$ cat config.mk
export PLATFORM = sky130hd
export DESIGN_NAME = monitoreo_multicanal
export DESIGN_NICKNAME = d
export VERILOG_FILES = /design/src/rtl/monitoreo_pkg.sv /design/src/rtl/monitoreo_canal.sv /design/src/rtl/monitoreo_multicanal.sv
export SDC_FILE = /design/constraint.sdc
export NUM_CORES = 1
export LEC_CHECK = 0
export ABC_AREA = 0
export BUFFER_PORTS_ARGS = -buffer_cell sky130_fd_sc_hd__buf_2
export CAP_MARGIN = 20
export CORE_UTILIZATION = 34
export DETAILED_ROUTE_END_ITERATION = 12
export RECOVER_POWER = 100
export SLEW_MARGIN = 30
export SYNTH_ARGS = -nofsm -noshare
export SYNTH_HDL_FRONTEND = slang
export SYNTH_HIERARCHICAL = 1
export SYNTH_SLANG_ARGS = --single-unit
$ cat constraint.sdc
create_clock -name clk -period 3.34 [get_ports clk]
set_clock_uncertainty 0.2 [all_clocks]
set_input_delay 0.668 -clock clk [delete_from_list [all_inputs] [get_ports clk]]
set_output_delay 0.668 -clock clk [all_outputs]
set_load 0.02 [all_outputs]
$ cat src/rtl/monitoreo_pkg.sv
// Shared types and zone classification for the multichannel temperature monitor.
// Per-channel state encoding and sample-zone classification used by every channel.
package monitoreo_pkg;

    typedef enum logic [1:0] {
        NORMAL = 2'b00,
        FRIO   = 2'b01,
        CALOR  = 2'b10
    } estado_t;

    typedef enum logic [1:0] {
        ZONA_NORMAL = 2'b00,
        ZONA_FRIO   = 2'b01,
        ZONA_CALOR  = 2'b10
    } zona_t;

    // Signed compare; both thresholds themselves belong to the normal zone.
    function automatic zona_t clasificar_zona(input int temp, input int bajo, input int alto);
        if (temp < bajo)
            return ZONA_FRIO;
        else if (temp > alto)
            return ZONA_CALOR;
        else
            return ZONA_NORMAL;
    endfunction

    function automatic estado_t zona_a_estado(input zona_t zona);
        case (zona)
            ZONA_FRIO:  return FRIO;
            ZONA_CALOR: return CALOR;
            default:    return NORMAL;
        endcase
    endfunction

endpackage

$ cat src/rtl/monitoreo_canal.sv
// Single-channel monitor: zone persistence counter, NORMAL/FRIO/CALOR FSM, registered actuator decode.
// Build option MON_HISTERESIS_EN adds an exit margin of HISTERESIS around both thresholds.
module monitoreo_canal
    import monitoreo_pkg::*;
#(
    parameter int ANCHO_TEMP   = 11,
    parameter int UMBRAL_BAJO  = 180,
    parameter int UMBRAL_ALTO  = 259,
    parameter int PERSISTENCIA = 6,
    parameter int HISTERESIS   = 10
) (
    input  logic                         clk,
    input  logic                         arst_n,
    input  logic signed [ANCHO_TEMP-1:0] temp,
    input  logic                         valida,
    output logic                         alerta,
    output logic                         ventilador,
    output logic                         calefactor,
    output estado_t                      estado
);

    localparam int CW = $clog2(PERSISTENCIA + 1);
    localparam logic [CW-1:0] CNT_MAX = CW'(PERSISTENCIA);
    localparam logic signed [ANCHO_TEMP:0] SALIDA_FRIO  = (ANCHO_TEMP+1)'(UMBRAL_BAJO + HISTERESIS);
    localparam logic signed [ANCHO_TEMP:0] SALIDA_CALOR = (ANCHO_TEMP+1)'(UMBRAL_ALTO - HISTERESIS);

    logic [CW-1:0] cnt, cnt_n;
    zona_t         zona, zona_mem, zona_mem_n;
    estado_t       est_n;
    logic          salida_frio, salida_calor, retener;

`ifdef MON_HISTERESIS_EN
    logic signed [ANCHO_TEMP:0] temp_ext;
    assign temp_ext     = (ANCHO_TEMP+1)'(temp);
    assign salida_frio  = (temp_ext >= SALIDA_FRIO);
    assign salida_calor = (temp_ext <= SALIDA_CALOR);
`else
    logic unused_hist;
    assign unused_hist  = ^{SALIDA_FRIO, SALIDA_CALOR};
    assign salida_frio  = 1'b1;
    assign salida_calor = 1'b1;
`endif

    assign zona = clasificar_zona(int'(temp), UMBRAL_BAJO, UMBRAL_ALTO);

    // NOTE: every always_comb target gets a default first, so no path can infer a latch.
    always_comb begin
        est_n      = estado;
        cnt_n      = cnt;
        zona_mem_n = zona_mem;
        retener    = 1'b0;
        if (valida) begin
            if (zona == ZONA_NORMAL) begin
                retener = (estado == FRIO && !salida_frio) || (estado == CALOR && !salida_calor);
                if (!retener) begin
                    cnt_n = '0;
                    est_n = NORMAL;
                end
            end else begin
                if (cnt != '0 && zona == zona_mem) begin
                    cnt_n = (cnt == CNT_MAX) ? cnt : cnt + 1'b1;
                end else begin
                    cnt_n      = {{(CW-1){1'b0}}, 1'b1};
                    zona_mem_n = zona;
                end
                // An opposite-zone sample never jumps directly; it passes through NORMAL.
                case (estado)
                    NORMAL:  if (cnt_n == CNT_MAX) est_n = zona_a_estado(zona);
                    FRIO:    if (zona == ZONA_CALOR) est_n = NORMAL;
                    CALOR:   if (zona == ZONA_FRIO) est_n = NORMAL;
                    default: est_n = NORMAL;
                endcase
            end
        end
        if (!(est_n inside {NORMAL, FRIO, CALOR}))
            est_n = NORMAL;
    end

    // NOTE: sequential state uses non-blocking assignments so all registers update from pre-edge values.
    always_ff @(posedge clk or negedge arst_n) begin
        if (!arst_n) begin
            estado     <= NORMAL;
            cnt        <= '0;
            zona_mem   <= ZONA_NORMAL;
            alerta     <= 1'b0;
            ventilador <= 1'b0;
            calefactor <= 1'b0;
        end else begin
            estado     <= est_n;
            cnt        <= cnt_n;
            zona_mem   <= zona_mem_n;
            alerta     <= (est_n == FRIO) || (est_n == CALOR);
            ventilador <= (est_n == CALOR);
            calefactor <= (est_n == FRIO);
        end
    end

endmodule

$ cat src/rtl/monitoreo_multicanal.sv
// N-channel temperature monitor: per-channel FSMs plus global alert and lowest-alert-index aggregation.
// Optional build macro MON_HISTERESIS_EN is consumed by monitoreo_canal.
module monitoreo_multicanal
    import monitoreo_pkg::*;
#(
    parameter int N_CANALES    = 4,
    parameter int ANCHO_TEMP   = 11,
    parameter int UMBRAL_BAJO  = 180,
    parameter int UMBRAL_ALTO  = 259,
    parameter int PERSISTENCIA = 6,
    parameter int HISTERESIS   = 10,
    localparam int IDX_W       = (N_CANALES > 1) ? $clog2(N_CANALES) : 1
) (
    input  logic                            clk,
    input  logic                            arst_n,
    input  logic [N_CANALES*ANCHO_TEMP-1:0] temp_entrada,
    input  logic [N_CANALES-1:0]            muestra_valida,
    output logic [N_CANALES-1:0]            alerta,
    output logic [N_CANALES-1:0]            ventilador,
    output logic [N_CANALES-1:0]            calefactor,
    output logic [2*N_CANALES-1:0]          estado_actual,
    output logic                            alerta_global,
    output logic [IDX_W-1:0]                canal_alerta_idx
);

    for (genvar i = 0; i < N_CANALES; i++) begin : g_canal
        estado_t est_canal;

        monitoreo_canal #(
            .ANCHO_TEMP   (ANCHO_TEMP),
            .UMBRAL_BAJO  (UMBRAL_BAJO),
            .UMBRAL_ALTO  (UMBRAL_ALTO),
            .PERSISTENCIA (PERSISTENCIA),
            .HISTERESIS   (HISTERESIS)
        ) u_canal (
            .clk        (clk),
            .arst_n     (arst_n),
            .temp       (signed'(temp_entrada[i*ANCHO_TEMP +: ANCHO_TEMP])),
            .valida     (muestra_valida[i]),
            .alerta     (alerta[i]),
            .ventilador (ventilador[i]),
            .calefactor (calefactor[i]),
            .estado     (est_canal)
        );

        assign estado_actual[2*i +: 2] = est_canal;
    end

    assign alerta_global = |alerta;

    // Scan from the top down so the lowest alerting index wins.
    always_comb begin
        canal_alerta_idx = '0;
        for (int i = N_CANALES - 1; i >= 0; i--) begin
            if (alerta[i])
                canal_alerta_idx = IDX_W'(i);
        end
    end

endmodule

Yosys cells after proc, flatten, opt, wreduce, memory -nomap -nowiden
Cells that the tools add are included.

Register bits: 40. Bits in latches: 0. Bits in writable memories: 0. ROM bits: 0. Output and inout port bits: 23. Logic and storage cells: 185. Memories kept: 0.

$add $sub $neg: 4. Multipliers: 0. Div/mod/pow operators: 0. $lt $le $gt $ge: 8. Eq/ne operators: 44. Shift-type cells: 0. Mux-type cells: 64. Bitwise logic cells: 8. Reductions and logical operators: 33.

Operator list (count): $mux W2 (36); $mux W3 (20); $gt A11 B10 Y1 const B (4); $lt A11 B9 Y1 const B (4); $eq A2 B1 Y1 const B (16); $eq A2 B2 Y1 const B (16); $eq A3 B3 Y1 const B (8); $logic_not A2 Y1 (12); $pmux W2 S3 (4); $reduce_bool A3 Y1 (8); $pmux W2 S2 (4); $add A3 B1 Y3 const B (4); $reduce_and A3 Y1 (4); $eq A2 B2 Y1 (4); $not A1 Y1 (8); $logic_and A1 B1 Y1 (4); $logic_or A1 B1 Y1 (4); $reduce_or A4 Y1 (1).

Depth between registers and ports, before layout
Gate-level depths: netlist (run 1).

Depth after elaboration: 18. Gate-level depth with buffers: 9.

By module
Netlist (run 1), hierarchy kept.

Modules (own cells, without submodules): monitoreo_canal (g_canal[0].u_canal ...) (instances 2, cells each 68, area each 656.9 µm²); monitoreo_canal (g_canal[3].u_canal) (instances 1, cells each 80, area each 734.5 µm²); monitoreo_canal (g_canal[2].u_canal) (instances 1, cells each 65, area each 623.1 µm²); monitoreo_multicanal (instances 1, cells each 7, area each 35.0 µm²).

Least setup slack after synthesis (run 1)
OpenSTA, ideal clock, no wires.

Kind: input-to-reg. From: in temp_entrada[28]. To: reg g_canal[2].u_canal.alerta. Arrival: 2.107 ns. Data required time: 3.027 ns. Path slack: 0.920 ns. Stages on the path: 7. Cell sequence: nor4_2 a211oi_4 mux2i_2 nor3_4 a22o_1 ha_1 inv_1.

Longest elaborated chain between the ends: 18.

Ends and longest elaborated chain: start, declared (line monitoreo_multicanal.sv:16) `input logic [N_CANALES*ANCHO_TEMP-1:0] temp_entrada,`; $gt A11 B10 Y1 (line monitoreo_pkg.sv:21) `else if (temp > alto)`; $mux W2 (line monitoreo_pkg.sv:21); $mux W2 (*) (line monitoreo_pkg.sv:19) `if (temp < bajo)`; $eq A2 B2 Y1 (line monitoreo_canal.sv:60) `if (cnt != '0 && zona == zona_mem) begin`; $logic_and A1 B1 Y1 (line monitoreo_canal.sv:60); $mux W3 (line monitoreo_canal.sv:60); $mux W3 (line monitoreo_canal.sv:53) `if (zona == ZONA_NORMAL) begin`; $mux W3 (line monitoreo_canal.sv:52) `if (valida) begin`; [2 not listed]; $pmux W2 S3 (line monitoreo_canal.sv:67) `case (estado)`; $mux W2 (*) (line monitoreo_canal.sv:53); $mux W2 (*) (line monitoreo_canal.sv:52); $eq A2 B1 Y1 (tied with other cells) (line monitoreo_canal.sv:75) `if (!(est_n inside {NORMAL, FRIO, CALOR}))`; $reduce_bool A3 Y1 (line monitoreo_canal.sv:75); $mux W2 (*) (line monitoreo_canal.sv:75); $eq A2 B1 Y1 or $eq A2 B2 Y1 (tied branches) (line monitoreo_canal.sv:92) `alerta <= (est_n == FRIO) || (est_n == CALOR);`; $logic_or A1 B1 Y1 (*) (line monitoreo_canal.sv:92); end signal, assigned (line monitoreo_canal.sv:92); end, declared (line monitoreo_canal.sv:16) `output logic alerta,`.

Every way passes the cells marked *; elsewhere a longest branch is shown, timed or not. The select of a mux whose other input is x is not followed. A chain may end at the register's enable or synchronous reset.

Worst setup path in the final report (run 1)
From: in temp_entrada[39]. To: reg g_canal[3].u_canal.alerta.

Longest elaborated chain between the ends: 18.

Ends and longest elaborated chain (line): $gt A11 B10 Y1 (monitoreo_pkg.sv:21); $mux W2 (monitoreo_pkg.sv:21); $mux W2 (*) (monitoreo_pkg.sv:19); $eq A2 B2 Y1 (monitoreo_canal.sv:60); $logic_and A1 B1 Y1 (monitoreo_canal.sv:60); $mux W3 (monitoreo_canal.sv:60); $mux W3 (monitoreo_canal.sv:53); $mux W3 (monitoreo_canal.sv:52); [2 not listed]; $pmux W2 S3 (monitoreo_canal.sv:67); $mux W2 (*) (monitoreo_canal.sv:53); $mux W2 (*) (monitoreo_canal.sv:52); $eq A2 B1 Y1 (tied with other cells) (monitoreo_canal.sv:75); $reduce_bool A3 Y1 (monitoreo_canal.sv:75); $mux W2 (*) (monitoreo_canal.sv:75); $eq A2 B1 Y1 or $eq A2 B2 Y1 (tied branches) (monitoreo_canal.sv:92); $logic_or A1 B1 Y1 (*) (monitoreo_canal.sv:92); end signal, assigned (monitoreo_canal.sv:92); end, declared (monitoreo_canal.sv:16).

Marked as above.

==> metrics.txt, run 1 <==
Pwr Density=437 mW/mm^2; Max clock buf depth=2; unrepaired setup endpoints after global routing=no; Post-synth EDFFs=0; vias in the first global route=2192; Data required, critical path=3320 ps; Setup Buffers After CTS=0; Final period util=79.9%; peak supply drop=0.000225 V; DR DRC count=0; core area=0.00773 sq mm; boundary pin count=73; global-route wire length before repair=9.55 mm; largest net degree at the start of global routing=33; initial drt markers=81; final setup TNS=0 ps; area delta synth->final=11.7%; Hold Fails Final Rpt=0; Root Buffer=clkbuf_8; Crit Path Class=in -> reg; Max-Cap Viols=1; Buffers on Ports=64; reg2reg start=g_canal[2].u_canal/cnt[0]; Final ANT Viol Nets=0; WHS=299 ps; Hold Crit Class=reg -> reg; initial antenna violation count=0; most common cell after layout, fill and taps aside=buf_2; gpl congestion=0.806; syn nets=358; nets=417; final non-filler cell total=450; FP Rows=32; starting density of the core=35.0%; Setup crit end kind=flip-flop; post-layout util=39.1%; WL final=5.54 mm; Worst-Skew Late Latency=280 ps; cell leakage power=1.33 nW; Reg2Reg Capture Point=g_canal[2].u_canal/alerta; Slew headroom=-18.3%; wire per inst=12.3 um; Final HPWL DP=4.29 mm; DR pass1 iterations=4; Ys Warns=6; Post-CTS Resized=0; Tmin final=2670 ps; Distinct cells, synth=66; sequential area share after synthesis=29.6%; DR vias=2270; Data arrival, critical path=2650 ps; reg2reg setup slack=830 ps; layout cell share with drive strength beyond 1=19.5%; clock-pin slew on the worst setup and hold paths=70 ps; CTS tree=done; DIE AREA=0.00832 sq mm; worst-path fanout max=5; Power Total=1.32 mW; Vias/cell=5.04; Avg Inst Size Synth=9.40 sq um; placed cell count=442; most frequent cells in the layout=buf_2, nand2_1, dfrtp_1; CTS buffer count=5; CP startpoint kind=input pin; FMAX=0.375 GHz; clock sink count=32; GRT Util Overall=14.0%; Async SR Flop Fraction=100%; status=complete, but fails checks; Post-Syn Area=0.00271 sq mm; worst slew pin tran=1770 ps; failing checks=capacitance limit, slew limit; final max-slew violation count=33; Setup crit end=g_canal[3].u_canal/alerta; Crit. Startpoint=temp_entrada[39]; synthesized netlist cell count=288; Overflow after GRT=0; Reg2Reg Depth=8; Seq cells post-synth=32; die height=91.2 um; Ant. Diodes=0; CTS hold repair buffers=0; final setup violation count=0; Filler cells=813; Post-synth top flop=dfrtp_1; Die Wd=91.2 um; H-tree levels=2
worst min path at each step:
stage	from	to	slack (ps)	cells after the start
after global routing	g_canal[0].u_canal/zona_mem[0]	g_canal[0].u_canal/zona_mem[0]	350	1
after CTS	arst_n	g_canal[0].u_canal/ventilador	270	1
final	g_canal[2].u_canal/zona_mem[1]	g_canal[2].u_canal/zona_mem[1]	300	2
after detailed placement	g_canal[2].u_canal/zona_mem[1]	g_canal[2].u_canal/zona_mem[1]	290	2
after global placement	g_canal[2].u_canal/zona_mem[1]	g_canal[2].u_canal/zona_mem[1]	290	2
after floorplan	arst_n	g_canal[0].u_canal/alerta	170	0
stage by stage:
step	setup slack (ps)	instance area, sq um
global placement	634	3080
floorplan	920	2710
finish	673	3020
detailed placement	626	3080
CTS	917	3170
global route	496	3020
where the power goes:
group	switching [mW]	internal, mW	leakage [nW]
sequential	0.0697	0.440	0.410
combinational	0.297	0.203	0.867
clock	0.147	0.164	0.0510
cells by family after synthesis:
group | after synthesis | synth area share, %
mux | 8 | 3.24
compound gates | 81 | 25.9
fa+ha+maj | 20 | 9.25
flops | 32 | 29.6
buf+inv | 41 | 6.80
simple gates | 99 | 22.1
xor+xnor | 7 | 3.10
layout make-up:
cell class	instances	area, sq um	area share, %
clock buffer	6	82.6	2.73
multi-input combinational	215	1610	53.3
inverter	29	109	3.60
clock inverter	2	10.0	0.331
timing repair buffer	64	283	9.35
tap	102	128	4.22
sequential	32	801	26.5
critical path, cell delays in order:
cell	delay, ps
clkbuf_1	180
nor4_1	120
a211oi_1	540
mux2i_1	340
nand3_1	190
o31a_1	290
ha_1	270
inv_1	30
Yosys cell counts, types with 3 or more instances:
| cell | instances | area share, % |
|---|---|---|
| xnor2_1 | 4 | 1.3 |
| buf_4 | 8 | 2.2 |
| o21a_1 | 5 | 1.4 |
| dfrtp_1 | 32 | 30 |
| a211o_1 | 3 | 0.97 |
| nand3_2 | 3 | 1.1 |
| o32ai_1 | 5 | 1.6 |
| clkbuf_1 | 4 | 0.55 |
| o211a_1 | 4 | 1.5 |
| nand2b_1 | 6 | 1.4 |
| or3_1 | 4 | 0.92 |
| ha_1 | 20 | 9.2 |
| nor4_2 | 3 | 1.4 |
| nor3_1 | 7 | 1.3 |
| nand2_1 | 33 | 4.6 |
| nand3_1 | 7 | 1.3 |
| nand4_1 | 4 | 0.92 |
| a22o_1 | 3 | 0.97 |
| a211oi_2 | 4 | 1.8 |
| nor2_1 | 8 | 1.1 |
| o31ai_1 | 3 | 0.83 |
| a21oi_1 | 9 | 1.7 |
| o21ai_0 | 9 | 1.7 |
| inv_1 | 27 | 3.7 |
| o31a_1 | 3 | 0.97 |
| xnor2_2 | 3 | 1.8 |
| a22oi_1 | 3 | 0.83 |
| o21ai_1 | 4 | 0.74 |
| mux2i_1 | 4 | 1.5 |
| o211ai_1 | 4 | 1.1 |
per-layer routing:
| layer | share of wire (%) | track usage, % | vias to the layer above |
|---|---|---|---|
| met3 | 3.0 | 2.76 | 4 |
| met4 | 0.76 | 3.17 | 0 |
| li1 | - | - | 1167 |
| met2 | 46 | 24.2 | 41 |
| met5 | 0 | 0 | - |
| met1 | 50 | 17.9 | 1058 |
sequential cells by signal, summed over array words and instances (netlist names):
register	cells
g_canal.u_canal/alerta	4
g_canal.u_canal/cnt	12
g_canal.u_canal/estado	4
g_canal.u_canal/ventilador	4
g_canal.u_canal/zona_mem	8
(Power assumes the default switching activity.)
==> run 2, diff against run 1 <==
clock period = 2.52 ns   (was 3.34 ns; I/O delays follow)
==> run 2 against run 1 <==
Register-to-register slack lost 690 ps; critical path depth unchanged; largest power group is now combinational logic; die area is the same; non-clock buffer count is 10 higher; first-iteration DRC count rose by 2.5%; global-route usage about the same; setup slack got worse by 540 ps; sequential power rose by 31%; clock-buffer cell count shrank 1; flip-flop and latch count stayed put; combinational power grew 42%; largest cell class unchanged; the run still ends with capacitance limit, slew limit left.
==> metrics.txt, run 2 (synthesized netlist as in run 1, its figures left out) <==
status=complete, but fails checks; failing checks=capacitance limit, slew limit; Root Buffer=clkbuf_8; Most flops, register=g_canal.u_canal/cnt; Vias/cell=5.10; Hold Crit Class=in -> reg; H-tree levels=2; GRT Util Overall=14.0%; die height=91.2 um; top flop regs=g_canal.u_canal/cnt: 12 flops, g_canal.u_canal/zona_mem: 8 flops; worst slew pin tran=1780 ps; Tmin final=2380 ps; Setup crit end=g_canal[0].u_canal/alerta; most frequent cells in the layout=buf_2, nand2_1, dfrtp_1; initial drt markers=83; most common cell after layout, fill and taps aside=buf_2; starting density of the core=35.0%; WL final=5.60 mm; peak supply drop=0.000269 V; unrepaired setup endpoints after global routing=no; Setup Buffers After CTS=0; Crit. Startpoint=g_canal[0].u_canal/cnt[0]; Setup crit end kind=flip-flop; area delta synth->final=14.8%; Hold Fails Final Rpt=0; layout cell share with drive strength beyond 1=22.1%; core area=0.00773 sq mm; final setup TNS=0 ps; Die Wd=91.2 um; FP Rows=32; critical hold path startpoint=muestra_valida[1]; Data required, critical path=2500 ps; Max clock buf depth=2; Final HPWL DP=4.37 mm; Reg2Reg Capture Point=g_canal[0].u_canal/alerta; boundary pin count=73; Final ANT Viol Nets=0; Worst-Skew Late Latency=280 ps; Pwr Density=570 mW/mm^2; vias in the first global route=2234; post-layout util=40.2%; final max-slew violation count=33; DR vias=2346; global-route wire length before repair=9.67 mm; CTS buffer count=5; CTS tree=done; FMAX=0.420 GHz; DR DRC count=0; Max-Cap Viols=1; DR pass1 iterations=4; reg2reg setup slack=140 ps; Ant. Diodes=0; Power Total=1.77 mW; largest net degree at the start of global routing=33; Post-CTS Resized=0; Crit Path Class=reg -> reg; cell leakage power=1.38 nW; final setup violation count=0; CTS hold repair buffers=0; clock sink count=32; Buffers on Ports=64; CP startpoint kind=flip-flop; worst-path fanout max=5; initial antenna violation count=0; Overflow after GRT=0; Final period util=94.6%; WHS=306 ps; nets=427; wire per inst=12.2 um; Slew headroom=-18.8%; reg2reg start=g_canal[0].u_canal/cnt[0]; DIE AREA=0.00832 sq mm; max reg flops=12; Reg2Reg Depth=8; Data arrival, critical path=2360 ps; clock-pin slew on the worst setup and hold paths=80 ps; gpl congestion=0.835
-- run 2: metal layers --
metal / part of all wire, % / global-route usage [%]
met3: 2.8 / 2.76
met4: 0.75 / 3.97
met1: 50 / 18.4
met2: 46 / 23.5
met5: 0 / 0
-- run 2: layout make-up --
| type | instances | area [sq um] |
|---|---|---|
| repair buffers | 74 | 355 |
| multi-input cells | 215 | 1630 |
| flip-flops and latches | 32 | 801 |
| well taps | 102 | 128 |
| clock inverters | 3 | 18.8 |
| inverters | 29 | 109 |
| fillers | 806 | 4620 |
| clock buffers | 5 | 68.8 |
-- run 2: worst min path at each step --
stage | end | slack (ps) | cells past startpoint
after floorplan | g_canal[0].u_canal/alerta | 8 | 0
after global placement | g_canal[2].u_canal/zona_mem[1] | 290 | 2
after detailed placement | g_canal[2].u_canal/zona_mem[1] | 300 | 2
after CTS | g_canal[1].u_canal/ventilador | 110 | 1
after global routing | g_canal[0].u_canal/cnt[1] | 320 | 2
final | g_canal[1].u_canal/cnt[1] | 310 | 2
-- run 2: where the power goes --
part	total (mW)	internal [mW]	switching [mW]
combinational	0.710	0.297	0.413
sequential	0.670	0.583	0.0870
clock	0.392	0.192	0.199
-- run 2: worst max-delay path, stage by stage, from the launching register on --
cell and delay (ps):
dfrtp_1 440, inv_2 80, ha_1 240, or3_1 310
a311oi_1 360, nand3_1 150, o21a_1 210, ha_1 270
inv_1 30
-- run 2: through the flow --
| step | setup slack [ps] | instance area (sq um) | cells |
|---|---|---|---|
| floorplan | 264 | 2710 | 288 |
| global placement | 134 | 3150 | 452 |
| detailed placement | 118 | 3150 | 452 |
| CTS | 142 | 3240 | 460 |
| global route | 17.3 | 3110 | 460 |
| finish | 137 | 3110 | 460 |
